### config.mk
export PLATFORM = sky130hd
export DESIGN_NAME = imem_loader_flat
export DESIGN_NICKNAME = d
export VERILOG_FILES = /design/src/rtl/imem_loader_pkg.sv /design/src/rtl/imem_loader_if.sv /design/src/rtl/imem_loader_word_packer.sv /design/src/rtl/imem_loader.sv /design/src/flat_wrapper.sv
export SDC_FILE = /design/constraint.sdc
export NUM_CORES = 1
export LEC_CHECK = 0
export ABC_CLOCK_PERIOD_IN_PS = 2900
export CAP_MARGIN = 5
export CORE_MARGIN = 5
export CORE_UTILIZATION = 56
export CTS_BUF_LIST = sky130_fd_sc_hd__clkbuf_2
export DETAILED_ROUTE_END_ITERATION = 6
export PLACE_DENSITY = 0.82
export SLEW_MARGIN = 20
export SYNTH_ARGS = -nofsm -noshare
export SYNTH_HDL_FRONTEND = slang
export SYNTH_SLANG_ARGS = --single-unit
export TNS_END_PERCENT = 10
### constraint.sdc
create_clock -name clk -period 2.9 [get_ports clk]
set_clock_uncertainty 0.15 [all_clocks]
set_input_delay 0.435 -clock clk [delete_from_list [all_inputs] [get_ports clk]]
set_output_delay 0.435 -clock clk [all_outputs]
set_load 0.02 [all_outputs]
### src/rtl/imem_loader_pkg.sv
// Shared definitions for the instruction-memory loader: frame constants and FSM states.
package imem_loader_pkg;

  localparam logic [7:0] LDR_MAGIC = 8'hA5;
  localparam int         LDR_LEN_W = 16;

  typedef enum logic [2:0] {
    LDR_SYNC = 3'd0,
    LDR_LEN0 = 3'd1,
    LDR_LEN1 = 3'd2,
    LDR_DATA = 3'd3,
    LDR_CSUM = 3'd4,
    LDR_DONE = 3'd5,
    LDR_ERR  = 3'd6
  } ldr_state_e;

  // The loader takes bytes in every state except the two terminal ones.
  function automatic logic ldr_accepting(input ldr_state_e s);
    return (s != LDR_DONE) && (s != LDR_ERR);
  endfunction

endpackage

### src/rtl/imem_loader_if.sv
// Byte-stream handshake plus instruction-memory write port of the loader.
// master = loader side, slave = byte source / memory side.
interface imem_loader_if #(
  parameter int ADDR_WIDTH = 10
);
  logic                  rx_valid;
  logic [7:0]            rx_data;
  logic                  rx_ready;
  logic                  imem_we;
  logic [ADDR_WIDTH-1:0] imem_waddr;
  logic [31:0]           imem_wdata;

  modport master (
    input  rx_valid, rx_data,
    output rx_ready, imem_we, imem_waddr, imem_wdata
  );

  modport slave (
    output rx_valid, rx_data,
    input  rx_ready, imem_we, imem_waddr, imem_wdata
  );
endinterface

### src/rtl/imem_loader_word_packer.sv
// Packs accepted payload bytes little-endian into 32-bit words.
// word_o already contains the byte being accepted, so the loader can latch the
// complete word on the same edge that word_done_o is high.
module imem_loader_word_packer (
  input  logic        clk,
  input  logic        rst_i,
  input  logic        clear_i,
  input  logic        byte_valid_i,
  input  logic [7:0]  byte_i,
  output logic        word_done_o,
  output logic [31:0] word_o
);

  logic [1:0]  lane_q, lane_d;
  logic [31:0] word_q, word_d;

  // Next lane / merge the incoming byte into its lane.
  always_comb begin
    lane_d      = lane_q;
    word_d      = word_q;
    word_done_o = 1'b0;
    if (clear_i) begin
      lane_d = 2'd0;
      word_d = 32'd0;
    end else if (byte_valid_i) begin
      word_d[8*lane_q +: 8] = byte_i;
      lane_d                = lane_q + 2'd1;
      word_done_o           = (lane_q == 2'd3);
    end
  end

  assign word_o = word_d;

  // Lane counter and partial-word register.
  always_ff @(posedge clk) begin
    if (rst_i) begin
      lane_q <= 2'd0;
      word_q <= 32'd0;
    end else begin
      lane_q <= lane_d;
      word_q <= word_d;
    end
  end

endmodule

### src/rtl/imem_loader.sv
// Instruction-memory loader: parses MAGIC/LEN/payload/CSUM frames, writes the
// payload words into imem and keeps the core in reset until a frame loads cleanly.
//
// state | meaning
// SYNC  | hunting for the MAGIC sync byte, other bytes dropped
// LEN0  | capture LEN low byte
// LEN1  | capture LEN high byte, range-check LEN
// DATA  | payload bytes, one imem write per 4 bytes
// CSUM  | compare received byte with running XOR of payload
// DONE  | frame loaded, core released, stream stalled
// ERR   | bad length or checksum, core held, stream stalled
module imem_loader
  import imem_loader_pkg::*;
#(
  parameter int         ADDR_WIDTH = 10,
  parameter logic [7:0] MAGIC      = LDR_MAGIC
) (
  input  logic                clk,
  input  logic                rst_i,
  input  logic                reload_i,
  imem_loader_if.master       bus,
  output logic                system_active,
  output logic                core_rst,
  output logic                load_err,
  output logic [ADDR_WIDTH:0] words_loaded
);

  localparam logic [31:0] CAPACITY = 32'(1) << ADDR_WIDTH;

  ldr_state_e            state_q, state_d;
  logic [LDR_LEN_W-1:0]  len_q, len_d;
  logic [ADDR_WIDTH:0]   words_q, words_d;
  logic [7:0]            xor_q, xor_d;
  logic                  we_q, we_d;
  logic [ADDR_WIDTH-1:0] waddr_q, waddr_d;
  logic [31:0]           wdata_q, wdata_d;
  logic                  err_q, err_d;

  logic                  rx_ready;
  logic                  accept;
  logic                  word_done;
  logic [31:0]           packed_word;
  logic [LDR_LEN_W-1:0]  len_full;
  logic [ADDR_WIDTH:0]   words_inc;

  assign rx_ready  = ldr_accepting(state_q);
  assign accept    = bus.rx_valid & rx_ready;
  assign len_full  = {bus.rx_data, len_q[7:0]};
  assign words_inc = words_q + 1'b1;

  // Lane state is only meaningful inside DATA, so it is forced clear elsewhere.
  imem_loader_word_packer u_packer (
    .clk          (clk),
    .rst_i        (rst_i),
    .clear_i      (state_q != LDR_DATA),
    .byte_valid_i (accept && (state_q == LDR_DATA)),
    .byte_i       (bus.rx_data),
    .word_done_o  (word_done),
    .word_o       (packed_word)
  );

  // Frame FSM, length/word counters, checksum and imem write staging.
  always_comb begin
    state_d = state_q;
    len_d   = len_q;
    words_d = words_q;
    xor_d   = xor_q;
    we_d    = 1'b0;
    waddr_d = waddr_q;
    wdata_d = wdata_q;
    err_d   = err_q;

    case (state_q)
      LDR_SYNC: begin
        if (accept && (bus.rx_data == MAGIC)) state_d = LDR_LEN0;
      end

      LDR_LEN0: begin
        if (accept) begin
          len_d[7:0] = bus.rx_data;
          state_d    = LDR_LEN1;
        end
      end

      LDR_LEN1: begin
        if (accept) begin
          len_d = len_full;
          // Anything larger than the memory would wrap the word address.
          if (32'(len_full) > CAPACITY) begin
            state_d = LDR_ERR;
            err_d   = 1'b1;
          end else if (len_full == '0) begin
            state_d = LDR_CSUM;
          end else begin
            state_d = LDR_DATA;
          end
        end
      end

      LDR_DATA: begin
        if (accept) begin
          xor_d = xor_q ^ bus.rx_data;
          if (word_done) begin
            we_d    = 1'b1;
            waddr_d = words_q[ADDR_WIDTH-1:0];
            wdata_d = packed_word;
            words_d = words_inc;
            if (LDR_LEN_W'(words_inc) == len_q) state_d = LDR_CSUM;
          end
        end
      end

      LDR_CSUM: begin
        if (accept) begin
          if (bus.rx_data == xor_q) begin
            state_d = LDR_DONE;
          end else begin
            state_d = LDR_ERR;
            err_d   = 1'b1;
          end
        end
      end

      LDR_DONE, LDR_ERR: begin
        if (reload_i) begin
          state_d = LDR_SYNC;
          err_d   = 1'b0;
          words_d = '0;
          xor_d   = 8'd0;
        end
      end

      default: state_d = LDR_SYNC;
    endcase
  end

  // State and datapath registers; reset also drops a write staged on this edge.
  always_ff @(posedge clk) begin
    if (rst_i) begin
      state_q <= LDR_SYNC;
      len_q   <= '0;
      words_q <= '0;
      xor_q   <= 8'd0;
      we_q    <= 1'b0;
      waddr_q <= '0;
      wdata_q <= 32'd0;
      err_q   <= 1'b0;
    end else begin
      state_q <= state_d;
      len_q   <= len_d;
      words_q <= words_d;
      xor_q   <= xor_d;
      we_q    <= we_d;
      waddr_q <= waddr_d;
      wdata_q <= wdata_d;
      err_q   <= err_d;
    end
  end

  assign bus.rx_ready   = rx_ready;
  assign bus.imem_we    = we_q;
  assign bus.imem_waddr = waddr_q;
  assign bus.imem_wdata = wdata_q;
  assign system_active  = (state_q == LDR_DONE);
  assign core_rst       = (state_q != LDR_DONE);
  assign load_err       = err_q;
  assign words_loaded   = words_q;

endmodule

### src/flat_wrapper.sv
// flat-port wrapper written by rule: the top's interface ports become plain ports
module imem_loader_flat import imem_loader_pkg::*;
#(
  parameter int         ADDR_WIDTH = 10,
  parameter logic [7:0] MAGIC      = LDR_MAGIC
)
  (clk, rst_i, reload_i, system_active, core_rst, load_err, words_loaded, bus_rx_valid, bus_rx_data, bus_rx_ready, bus_imem_we, bus_imem_waddr, bus_imem_wdata);
  imem_loader_if #(.ADDR_WIDTH(ADDR_WIDTH)) bus_i ();
  input  logic clk;
  input  logic rst_i;
  input  logic reload_i;
  output logic system_active;
  output logic core_rst;
  output logic load_err;
  output logic [ADDR_WIDTH:0] words_loaded;
  input wire logic [$bits(bus_i.rx_valid)-1:0] bus_rx_valid;
  input wire logic [$bits(bus_i.rx_data)-1:0] bus_rx_data;
  output wire logic [$bits(bus_i.rx_ready)-1:0] bus_rx_ready;
  output wire logic [$bits(bus_i.imem_we)-1:0] bus_imem_we;
  output wire logic [$bits(bus_i.imem_waddr)-1:0] bus_imem_waddr;
  output wire logic [$bits(bus_i.imem_wdata)-1:0] bus_imem_wdata;
  assign bus_i.rx_valid = bus_rx_valid;
  assign bus_i.rx_data = bus_rx_data;
  assign bus_rx_ready = bus_i.rx_ready;
  assign bus_imem_we = bus_i.imem_we;
  assign bus_imem_waddr = bus_i.imem_waddr;
  assign bus_imem_wdata = bus_i.imem_wdata;
  imem_loader #(.ADDR_WIDTH(ADDR_WIDTH), .MAGIC(MAGIC)) u_core (.clk(clk), .rst_i(rst_i), .reload_i(reload_i), .bus(bus_i), .system_active(system_active), .core_rst(core_rst), .load_err(load_err), .words_loaded(words_loaded));
endmodule
==> Word level (Yosys, flattened, before mapping) <==
Index checks and enable logic that the tools add are counted.
{ "classes": {"n_bitwise": 5, "shifts": 2, "n_eq_ne": 23, "n_reduce_logical": 17, "magnitude_cmp": 1, "addsub": 3, "muxes": 33} }
{ "ops": {"columns": ["op", "n"], "rows": [
  ["two-way mux 32 bit", 2],
  ["negation 5 -> 34 bit", 1],
  ["variable shift 8 x 34 -> 32 bit, first input constant", 1],
  ["indexed part select 8 x 34 -> 32 bit", 1],
  ["two-way mux 11 bit", 3],
  ["bitwise mux 32 bit", 1],
  ["case mux 8 bit (2 select lines)", 2],
  ["two-way mux 3 bit", 10],
  ["two-way mux 8 bit", 3],
  ["case mux 11 bit (2 select lines)", 1],
  ["case mux 3 bit (6 select lines)", 1],
  ["equality test 11 x 16 -> 1 bit", 1],
  ["> comparator 16 x 11 -> 1 bit, second input constant", 1],
  ["logical NOT 16 bit", 1],
  ["inequality test 2 x 1 -> 1 bit, second input constant", 6],
  ["adder 11 x 1 -> 11 bit, second input constant", 1],
  ["equality test 3 bit, second input constant", 3],
  ["AND reduction 3 bit", 3],
  ["equality test 8 bit", 1],
  ["equality test 8 bit, second input constant", 1],
  ["two-way mux 1 bit", 8],
  ["inequality test 2 bit, second input constant", 4],
  ["AND reduction 8 bit", 1],
  ["XOR 8 bit", 1],
  ["19 further kinds", 26]
]} }
{ "word_totals": {"ff_bits": 116, "output_inout_bits": 58, "word_cells": 95, "inputBits": 12} }

==> Longest topological paths before layout <==
{ "logic_depth": {"ltp_word": 9, "mapped_depth": 9, "depth_no_buf": 7} }

==> Cells and area by module <==
Synthesis repeated with hierarchy kept, for this count alone.
{ "hier_totals": {"cells_unflattened": 678, "hier_area_um2": 5375.2} }
{ "by_module_without_submodules": {"columns": ["module", "seq_area_each_um2", "cells_each", "area_each_um2", "instances"], "rows": [
  ["imem_loader", 1641.6, 498, 3797.4, 1],
  ["imem_loader_word_packer", 680.7, 180, 1577.8, 1]
]} }

==> Worst setup path before layout <==
No wires, ideal clock.
{ "synth_path": {"path_kind": "register to register", "start": "register u_core.words_q[1] (netlist: u_core.words_loaded[1])", "end": "register u_core.state_q[2]", "path_stages_with_launch": 9, "t_required_ps": 2690, "n_path_buf": 1, "path_slack_ps": 630, "t_arrival_ps": 2061, "period_less_slack_ps": 2270, "setup_ps": 60, "path_cell_list": "dfxtp_1 -> ha_1 -> clkbuf_2 -> nand3_1 -> or3_1 -> a22oi_1 -> nand4_1 -> nor4_2 -> o311a_1"} }
{ "synth_between": {"elab_chain_len": 4} }
{ "synth_lines": {"columns": ["element", "line_no", "rtl"], "rows": [
  ["start: declaration", "imem_loader.sv:32", "logic [ADDR_WIDTH:0] words_q, words_d;"],
  ["start signal: assignment", "imem_loader.sv:151", "words_q <= words_d;"],
  ["adder 11 x 1 -> 11 bit", "imem_loader.sv:49", "assign words_inc = words_q + 1'b1;"],
  ["equality test 11 x 16 -> 1 bit", "imem_loader.sv:108", "if (LDR_LEN_W'(words_inc) == len_q) state_d = LDR_CSUM;"],
  ["inequality test 2 bit (no source line)", null, null],
  ["AND reduction 8 bit (no source line)", null, null],
  ["end signal: assignment", "imem_loader.sv:149", "state_q <= state_d;"],
  ["end: declaration", "imem_loader.sv:30", "ldr_state_e state_q, state_d;"]
]} }
Every way passes these cells.
A chain may end at the register's enable or synchronous reset.

==> Worst setup path in the final report <==
{ "layout_path": {"start": "register u_core.state_q[0]", "end": "output port system_active"} }
{ "layout_between": {"elab_chain_len": 1} }
{ "layout_lines": {"columns": ["element", "line_no", "rtl"], "rows": [
  ["equality test 3 bit", "imem_loader.sv:164", "assign system_active = (state_q == LDR_DONE);"],
  ["end: declaration", "flat_wrapper.sv:12", "output logic system_active;"]
]} }
Every way passes these cells.

==> impl_results.md <==
- Number of flops mapped to enable cells by yosys: 0
- Main synth FF type: dfxtp_1
- Layout cells sized above 1: roughly 8.0%
- DRC: 0
- Simple-Gate Fraction of Synth Area: between 20% and 30%
- Max_cap viols: 0
- Crit path DAT: around 2100 ps
- Peak VDD IR: 479.5 uV
- XOR/XNOR Fraction of Synth Area: 4.127%
- Critical R2R Capture: u_core.state_q[2]
- TritonRoute pass-1 iters: 5
- R2r startpoint: u_core.words_loaded[1]
- Layout Nets: ~670
- RePlAce Congestion: 0.9299
- CP Cell Sequence: nand2b_1 > nor2_1 > clkdlybuf4s50_1
- Vias in the first global route: just over 4000
- Vias: 4493
- GR Util All Layers: around a quarter
- Cell variety after synth: just under 60
- Diode count: 0
- Initial antenna violation count: 0
- Static leakage: approximately 2 nW
- Worst Path Buf+Inv: 1
- Core Area: 0.008593 mm^2
- Row cnt: 34
- Status: finished clean
- Clk pwr share: about a quarter
- Slew margin rel.: about 51%
- RSZ-0062 raised after global routing: no
- Cell count along the critical path: 3
- Post-Syn Area: roughly 0.0049 mm^2
- Synthesized area per cell: 8.231 um^2
- Post-CTS Hold Fix Bufs: 0
- PortBufs: 69
- Finished Layout Cells: 760
- IO Count: 70
- Detailed Route WL: ~12000 um
- Mapped Cells: roughly 590
- PD cells: just over 500 mW/mm^2
- Main combinational cell family by area after synthesis: simple AND/OR/NAND/NOR gates
- Setup TNS: 0 ps
- Iteration-0 DRC Markers: just over 300
- Final Max Slew Viols: 0
- CP delay by family, top: buffers and inverters
- Total internal power: approximately 2.0 mW
- H-tree levels: 3
- Hold depth: 3
- Post-DP HPWL: 8618 um
- Tot Pwr: 2.973 mW
- Die area: between 0.01 and 0.015 mm^2
- CTS tree: yes
- Asr flop ratio synth: 0%
- CP max-delay cell: clkdlybuf4s50_1
- Hold_sp: rst_i
- Adder-Cell Fraction of Synth Area: around 1.5%
- Critical Path Start: u_core.state_q[0]
- Combinational share of power: 20.0%
- Final period utilization: about 93%
- CTS Root Cell: clkbuf_2
- Largest net degree at the start of global routing: between 60 and 70
- Antenna viol nets, final: 0
- Flop-to-flop setup slack: 210 ps
- Area growth from synthesis to layout: 18.92%
- Crit path largest cell delay: 630 ps
- First-pass GRT wire length: between 15000 and 20000 um
- WS Path Type: register to output port
- YS warnings: 0
- Worst setup EP type: output port
- DR vias/cell: between 5 and 6
- Clock transition at path regs: about 280 ps
- Finish-stage setup viols: 0
- Max clock buf depth: 2
- Final Hold Fails: 0
- Final min period: between 2000 and 3000 ps
- Worst Hold End: u_core.state_q[2]
- Seq/Total Area, Yosys: between 40 and 50%
- Max FO, Critical Path: 11
- R2R depth: 7
- Part of the power in registers: a little over half
- Net switching power: 0.9596 mW
- Die height: about 100 um
- Initial Util: a little under three fifths
- Startpoint Class: register
- Worst Hold Slack: ~73 ps
- Clock sink count: about 110
- Die Width: 103.4 um
- Worst Hold Class: input pin to register
- Max Freq: 369.8 MHz
- Avg WL per Cell: 16.36 um
- TritonCTS Buffers: 9
- GRT overflow: 0
- WP data required: 2320 ps
- Net Sw Frac: 32.28%
- Worst-margin pin slew: ~730 ps
- Synth Register Bits: between 100 and 150
- Net count after synthesis: approximately 610
- Mux share of post-synthesis cell area: 3.512%
- Worst skew pair latency: 610 ps
- Compound-Gate Fraction of Synth Area: between 15 and 20%
- Inst Count DP: about 740
cells in the mapped netlist, types with 2 or more instances:
library cell  number  share of area (%)
a211o_1            2               0.36
a211oi_1          28                4.3
a21oi_1           61                6.3
a22oi_1            3               0.46
a311oi_1           2               0.36
a31o_2             2               0.36
a31oi_1            6               0.77
a32oi_1            2               0.36
and2_0             3               0.38
and2_1             2               0.26
and3_1            24                3.1
and4_1             3               0.54
buf_1              6               0.46
buf_2             10                1.0
clkbuf_1          27                2.1
dfxtp_1          108                 44
ha_1               6                1.5
inv_1             10               0.77
mux2i_1           16                3.3
nand2_1           61                4.7
nand2b_1           3               0.38
nand3_1            7               0.72
nand3b_1           7                1.1
nand4_1            4               0.51
nor2_1            96                7.4
nor2b_1            2               0.26
nor3_1             5               0.51
nor3b_1            4               0.62
nor4_1             7               0.90
nor4_2             2               0.51
o21ai_0           20                2.1
o21ai_1            2               0.21
o31ai_1            2               0.31
or3_1              4               0.51
or4_1              2               0.31
xnor2_1           17                3.1
xor2_1             6                1.1
cell usage in the layout (no fill, tap or decap), drive strengths merged, types with 9 or more instances in the layout:
cell | Yosys | layout
clkdlybuf4s50 | 0 | 68
nor2 | 97 | 97
clkbuf | 28 | 10
xnor2 | 17 | 17
buf | 17 | 20
a21oi | 61 | 61
a211oi | 29 | 29
mux2i | 16 | 16
nand2 | 61 | 61
and3 | 24 | 24
inv | 10 | 13
dfxtp | 108 | 108
nor4 | 9 | 9
o21ai | 23 | 23
state kept, by name (all words and copies together), names as in the netlist:
register / count
u_core.bus.imem_waddr: 10
u_core.bus.imem_wdata: 32
u_core.bus.imem_we: 1
u_core.len_q: 16
u_core.load_err: 1
u_core.state_q: 3
u_core.u_packer.lane_q: 2
u_core.u_packer.word_q: 24
u_core.words_loaded: 11
u_core.xor_q: 8
through the flow:
step	instance area, um^2	utilization [%]	setup slack, ps
floorplan	4881	-	629.7
CTS	5801	67.50	23.09
detailed placement	5668	65.96	211.4
global route	5804	67.55	37.76
finish	5804	67.55	195.6
global placement	5668	65.96	319.3
kinds of logic after synthesis:
| logic type | Yosys count |
|---|---|
| and+or+nand+nor | 243 |
| AOI/OAI and AO/OA | 141 |
| DFF | 108 |
| buffers and inverters | 55 |
| xor gates and xnor gates | 23 |
| muxes | 17 |
| adders and majority gates | 6 |
power by group through the flow:
stage	clock, mW	sequential [mW]	combinational, mW
6_report	0.761	1.62	0.593
4_1_cts	0.771	1.61	0.586
3_3_place_gp	0	1.63	0.567
2_1_floorplan	0	1.59	0.465
5_1_grt	0.835	1.63	0.653
3_5_place_dp	0	1.64	0.581
metal layers:
metal,up-vias,routed length (um),track usage (%)
met5,-,0,0
met4,0,228,6.773
met3,25,938,4.963
met2,206,5791,37.79
met1,2079,5474,31.81
li1,2183,-,-
timing repair:
| action | in CTS | in global routing |
|---|---|---|
| setup buffers | 0 | 0 |
| gates resized for setup | 0 | 3 |
| setup endpoints to repair | 0 | 3 |
cell type report:
class                      instances  area (um^2)
timing repair buffer              88        840.8
clock inverter                     6        82.58
inverter                          10        37.54
fill                             709         2789
sequential                       108         2166
multi-input combinational        430         2492
clock buffer                      10        50.05
tap                              108        135.1
how the worst max path moves through the flow:
stage | slack, ps | to
after floorplan | 630 | u_core.state_q[2]
after global placement | 320 | u_core.state_q[0]
after detailed placement | 210 | u_core.state_q[0]
after CTS | 20 | system_active
after global routing | 40 | u_core.state_q[2]
final | 200 | system_active
worst register-to-register path: stages (launching register included):
cell and delay (ps):
dfxtp_1 550, ha_1 360, nand3_1 240, or3_1 410, a22oi_1 170, nand4_1 190
nor4_2 360, o311a_1 200
No activity file was read; power rests on OpenSTA's default activity.
